--- config.mk ---
export PLATFORM = sky130hd
export DESIGN_NAME = missile_line_draw
export DESIGN_NICKNAME = d
export VERILOG_FILES = /design/src/rtl/missile_pkg.sv /design/src/rtl/missile_line_draw.sv
export SDC_FILE = /design/constraint.sdc
export NUM_CORES = 1
export LEC_CHECK = 0
export CORE_MARGIN = 3
export CORE_UTILIZATION = 58
export DETAILED_ROUTE_END_ITERATION = 7
export DONT_BUFFER_PORTS = 1
export PLACE_DENSITY = 0.74
export SETUP_SLACK_MARGIN = 0.1
export SYNTH_ARGS = -nofsm -noshare
export SYNTH_HDL_FRONTEND = slang
export SYNTH_SLANG_ARGS = --single-unit
--- constraint.sdc ---
create_clock -name clk -period 5.2 [get_ports clk]
set_clock_uncertainty 0.2 [all_clocks]
set_input_delay 1.04 -clock clk [delete_from_list [all_inputs] [get_ports clk]]
set_output_delay 1.04 -clock clk [all_outputs]
set_load 0.02 [all_outputs]
--- src/rtl/missile_pkg.sv ---
// rtl/missile_pkg.sv - shared screen geometry, widths, colours and line-draw states
package missile_pkg;

  localparam int SCREEN_W = 320;
  localparam int SCREEN_H = 240;

  localparam int DEF_XW = 9;
  localparam int DEF_YW = 8;
  localparam int DEF_CW = 3;

  typedef logic [2:0] color_t;

  localparam color_t BLACK = 3'b000;
  localparam color_t WHITE = 3'b111;
  localparam color_t TRAIL = 3'b100;

  typedef enum logic [1:0] {
    LD_IDLE  = 2'd0,
    LD_SETUP = 2'd1,
    LD_DRAW  = 2'd2,
    LD_DONE  = 2'd3
  } ld_state_e;

endpackage

--- src/rtl/missile_line_draw.sv ---
// rtl/missile_line_draw.sv - Bresenham missile-trail rasteriser into the VGA pixel-write port
// Define MISSILE_LINE_CLIP_EN to suppress plot for off-screen pixels while still stepping them.
module missile_line_draw
  import missile_pkg::*;
#(
  parameter int XW = DEF_XW,
  parameter int YW = DEF_YW,
  parameter int CW = DEF_CW
) (
  input  logic          clk,
  input  logic          rst,
  input  logic          start,
  input  logic [XW-1:0] x0,
  input  logic [YW-1:0] y0,
  input  logic [XW-1:0] x1,
  input  logic [YW-1:0] y1,
  input  logic [CW-1:0] color_in,
  input  logic          pix_ready,
  output logic [XW-1:0] pix_x,
  output logic [YW-1:0] pix_y,
  output logic [CW-1:0] pix_color,
  output logic          plot,
  output logic          busy,
  output logic          done
);

  localparam int DW = XW + 2;

  localparam logic [1:0] IDLE  = 2'(LD_IDLE);
  localparam logic [1:0] SETUP = 2'(LD_SETUP);
  localparam logic [1:0] DRAW  = 2'(LD_DRAW);
  localparam logic [1:0] DONE  = 2'(LD_DONE);

  logic [1:0]    state;
  logic [XW-1:0] x0_q, x1_q, cx;
  logic [YW-1:0] y0_q, y1_q, cy;
  logic [CW-1:0] col_q;
  logic          sx_neg, sy_neg;

  logic signed [DW-1:0] dx, dy, err;
  logic signed [DW-1:0] x_diff, y_diff, dx_abs, dy_abs, err_next;
  logic signed [DW:0]   e2, dx_ext, dy_ext;
  logic                 step_x, step_y, at_end, off, advance;

  assign x_diff = $signed(DW'(x1_q)) - $signed(DW'(x0_q));
  assign y_diff = $signed(DW'(y1_q)) - $signed(DW'(y0_q));
  assign dx_abs = x_diff[DW-1] ? -x_diff : x_diff;
  assign dy_abs = y_diff[DW-1] ? -y_diff : y_diff;

  // e2 = 2*err, compared against sign-extended deltas at the wider width
  assign e2     = {err, 1'b0};
  assign dx_ext = {dx[DW-1], dx};
  assign dy_ext = {dy[DW-1], dy};
  assign step_x = (e2 >= dy_ext);
  assign step_y = (e2 <= dx_ext);
  assign err_next = err + (step_x ? dy : '0) + (step_y ? dx : '0);

  assign at_end = (cx == x1_q) && (cy == y1_q);

`ifdef MISSILE_LINE_CLIP_EN
  assign off = (int'(cx) >= SCREEN_W) || (int'(cy) >= SCREEN_H);
`else
  assign off = 1'b0;
`endif

  // Off-screen pixels never reach the adapter, so they must not wait on it either
  assign advance = (state == DRAW) && (pix_ready || off);

  assign plot      = (state == DRAW) && !off;
  assign pix_x     = cx;
  assign pix_y     = cy;
  assign pix_color = col_q;
  assign busy      = (state != IDLE);
  assign done      = (state == DONE);

  always_ff @(posedge clk or posedge rst) begin
    if (rst) begin
      state  <= IDLE;
      x0_q   <= '0;
      x1_q   <= '0;
      y0_q   <= '0;
      y1_q   <= '0;
      col_q  <= '0;
      cx     <= '0;
      cy     <= '0;
      dx     <= '0;
      dy     <= '0;
      err    <= '0;
      sx_neg <= 1'b0;
      sy_neg <= 1'b0;
    end else begin
      case (state)
        IDLE: begin
          if (start) begin
            x0_q  <= x0;
            y0_q  <= y0;
            x1_q  <= x1;
            y1_q  <= y1;
            col_q <= color_in;
            state <= SETUP;
          end
        end
        SETUP: begin
          dx     <= dx_abs;
          dy     <= -dy_abs;
          err    <= dx_abs - dy_abs;
          sx_neg <= !(x0_q < x1_q);
          sy_neg <= !(y0_q < y1_q);
          cx     <= x0_q;
          cy     <= y0_q;
          state  <= DRAW;
        end
        DRAW: begin
          if (advance) begin
            if (at_end) begin
              state <= DONE;
            end else begin
              err <= err_next;
              if (step_x) cx <= cx + (sx_neg ? {XW{1'b1}} : XW'(1));
              if (step_y) cy <= cy + (sy_neg ? {YW{1'b1}} : YW'(1));
            end
          end
        end
        default: state <= IDLE;
      endcase
    end
  end

endmodule

==> impl_metrics.json <==
{
  "outcome": "finished, final reports clean",
  "syn_inst": 795,
  "detail-route-antenna-nets": 0,
  "cp_top_family": "compound AO/OA/AOI/OAI gates",
  "criticalPathCategory": "flip-flop to flip-flop",
  "ys_warn_count": 0,
  "critPathMaxFanout": 7,
  "tightest_slew_ps": 1083,
  "synth_area_leader_cell": "dfrtp_1",
  "cp_slowest_stage_delay_ps": 460,
  "fin_nets": 934,
  "relSlewSlack_pct": 27.77,
  "max_freq_mhz": 204.7,
  "diodes": 0,
  "worst-path-buf-inv": 1,
  "synth_nets": 930,
  "period_share_pct": 93.94,
  "setup_viol": 0,
  "post_cts.repair.setup_buffers": 0,
  "ys_top_cells_by_area": "dfrtp_1, ha_1, mux2_2, xnor2_1, fa_1",
  "ys_async_sr_fraction_pct": 100.0,
  "via_per_inst": 5.981,
  "io_pins": 64,
  "min_to": "dx[7]",
  "cts_tree": "done",
  "fillCellCount": 1036,
  "grt_pass1_vias": 6030,
  "clock-sinks": 91,
  "min_path_cells": 1,
  "synth_cell_types": 61,
  "reg2regPathDepth": 18,
  "wl_per_cell_um": 18.78,
  "synth_ff_type": "dfrtp_1",
  "synth.ff_latch_count": 91,
  "final_max_slew_viol_count": 0,
  "clkTransAtPathRegs_ps": 70,
  "rsz0062_at_grt": "yes",
  "drt-initial-drc-count": 319,
  "initial_core_util_pct": 60.15,
  "grt_overflow": 0,
  "first_pass_iters": 5,
  "hold_viol_final": 0,
  "die_w_um": 118.5,
  "min_period_ps": 4885,
  "hold_class": "flip-flop to flip-flop",
  "coreArea_um2": 12210,
  "placedCellCount": 956,
  "grt_pass1_wl_um": 30000,
  "worst_path_max_delay_cell": "fa_1",
  "required_ps": 5240,
  "synth_top_area_share_pct": 31.00,
  "tns_ps": 0,
  "post-route-util_pct": 64.81,
  "grt_usage_pct": 26.63,
  "layout-drive-gt1-share_pct": 11.19,
  "r2r_start": "err[8]",
  "grt_max_degree": 54,
  "cp-start-kind": "flip-flop",
  "htreeDepth": 3,
  "final_cells": 972,
  "drc": 0,
  "cts_max_path_buffers": 2,
  "num_vias": 5814,
  "rows": 40,
  "gp_congestion": 0.9634,
  "crit_chain": "ha_1 -> nand4_1 -> a211oi_1 -> or3_1 -> or2_2 -> a21oi_1 -> buf_4 -> nor2_1 -> fa_1 -> ha_1 -> nand3_1 -> o211ai_1 -> nor4_1 -> o41a_1 -> and2_1 -> nand3b_1 -> a21oi_1 -> o32a_1",
  "clk_latency_ps": 350,
  "rrSetupSlack_ps": 310,
  "avgSynthCellArea_um2": 9.240,
  "rr_endpoint": "err[10]",
  "synth_edf_count": 0,
  "worstPathArrival_ps": 4930,
  "timing.hold.worst.start": "dx[7]",
  "clockRootBuffer": "clkbuf_16",
  "netlist_area_um2": 7346,
  "totalWireLength_um": 18250,
  "die_area_um2": 14050,
  "area_growth_pct": 7.733,
  "grt_antenna_before_repair": 2,
  "cts_made_buffers": 9,
  "synth_sequential_area_ratio_pct": 31.00,
  "drv_cap": 0,
  "io_buffers": 0,
  "worstSetupEndpointType": "flip-flop",
  "die_h_um": 118.5,
  "dp_hpwl_um": 14060
}
kinds of logic (layout without fill, tap and decap cells):
kind of cell | count (synthesis) | after routing | share of synthesized area (%)
other cells | 1 | 1 | 0.05105
buf+inv | 99 | 108 | 5.076
mux | 64 | 64 | 9.589
xor+xnor | 71 | 71 | 8.465
fa+ha+maj | 94 | 94 | 17.65
flops | 91 | 91 | 31.00
compound gates | 176 | 176 | 15.09
simple gates | 199 | 199 | 13.08
cell type report:
cell class / instances / area (um^2) / share of cell area (%)
multi-input combinational: 605 / 4702 / 59.42
sequential: 91 / 2277 / 28.77
inverter: 81 / 306.5 / 3.874
clock buffer: 10 / 239.0 / 3.020
tap: 168 / 210.2 / 2.656
clock inverter: 6 / 96.34 / 1.217
timing repair buffer: 11 / 82.58 / 1.043
per-layer routing:
layer | global-route usage (%) | up-vias | wire length, um
met5 | 0 | - | 21
met2 | 43.77 | 161 | 8624
met4 | 12.38 | 4 | 668
met1 | 33.88 | 2809 | 7995
met3 | 5.215 | 44 | 942
li1 | - | 2796 | -
worst max-delay path by stage:
stage	startpoint	cells after the start	end
final	err[8]	18	err[10]
after global routing	err[2]	18	err[10]
after CTS	err[8]	18	err[9]
after detailed placement	err[8]	18	err[10]
after global placement	err[2]	18	err[10]
after floorplan	err[2]	19	err[9]
metrics by stage:
step | hold WS, ps | cell area, um^2 | setup WS [ps]
2_1_floorplan | 279.4 | 7346 | 573.9
3_3_place_gp | 292.7 | 7575 | 513.5
3_5_place_dp | 300.9 | 7575 | 408.0
4_1_cts | 316.7 | 7910 | 354.5
5_1_grt | 335.2 | 7914 | 89.77
6_report | 307.9 | 7914 | 314.9
cells in the mapped netlist, types with 2 or more instances:
| cell | number |
|---|---|
| a21oi_1 | 61 |
| a21o_1 | 14 |
| a31oi_1 | 10 |
| inv_1 | 79 |
| o21ai_1 | 9 |
| xor2_1 | 18 |
| buf_1 | 3 |
| a311o_1 | 2 |
| o21bai_1 | 5 |
| xnor2_1 | 53 |
| inv_2 | 2 |
| nor4_1 | 5 |
| o21a_1 | 7 |
| o311ai_0 | 2 |
| nor2_1 | 71 |
| mux2i_1 | 16 |
| nand3b_1 | 4 |
| dfrtp_1 | 91 |
| or4_1 | 2 |
| a211oi_1 | 7 |
| nand4_1 | 12 |
| fa_1 | 16 |
| o21ai_0 | 29 |
| and2_1 | 3 |
| nor2b_1 | 11 |
| or3_1 | 7 |
| o31ai_1 | 4 |
| or2_2 | 3 |
| clkbuf_1 | 14 |
| mux2_2 | 47 |
| nand2_1 | 35 |
| nand3_1 | 15 |
| nor3_1 | 18 |
| ha_1 | 78 |
| nand2b_1 | 7 |
| o211ai_1 | 9 |
| nand4b_1 | 2 |
sequential cells by signal (all words and copies together) (netlist names):
register   count
dx            11
dy            11
err           11
pix_x          9
x0_q           9
x1_q           9
pix_y          8
y0_q           8
y1_q           8
pix_color      3
state          2
sx_neg         1
sy_neg         1
placed cells by master, fill, tap and decap left out, drive strengths merged, types with 3 or more instances in the layout:
master / count
a311o: 3
a31oi: 10
nor4: 5
nand3b: 4
nor3: 18
inv: 83
nand2b: 7
ha: 78
mux2: 48
o21a: 7
xor2: 18
a21oi: 61
nor2: 71
clkbuf: 10
and2: 4
nand3: 15
a21o: 14
dfrtp: 91
o21bai: 5
xnor2: 53
o211ai: 9
a211oi: 8
buf: 11
or2: 4
o21ai: 38
nand4: 12
o31ai: 5
or4: 3
fa: 16
nor2b: 11
mux2i: 16
nand2: 35
or3: 7
repair_timing:
action,4_1_cts,5_1_grt
hold buffers,0,0
setup endpoints to repair,0,1
hold endpoints to repair,0,0
resized for setup,0,1
Power is not shown: default switching activity piles up to over one toggle a cycle in this logic, so the estimate is an artifact.
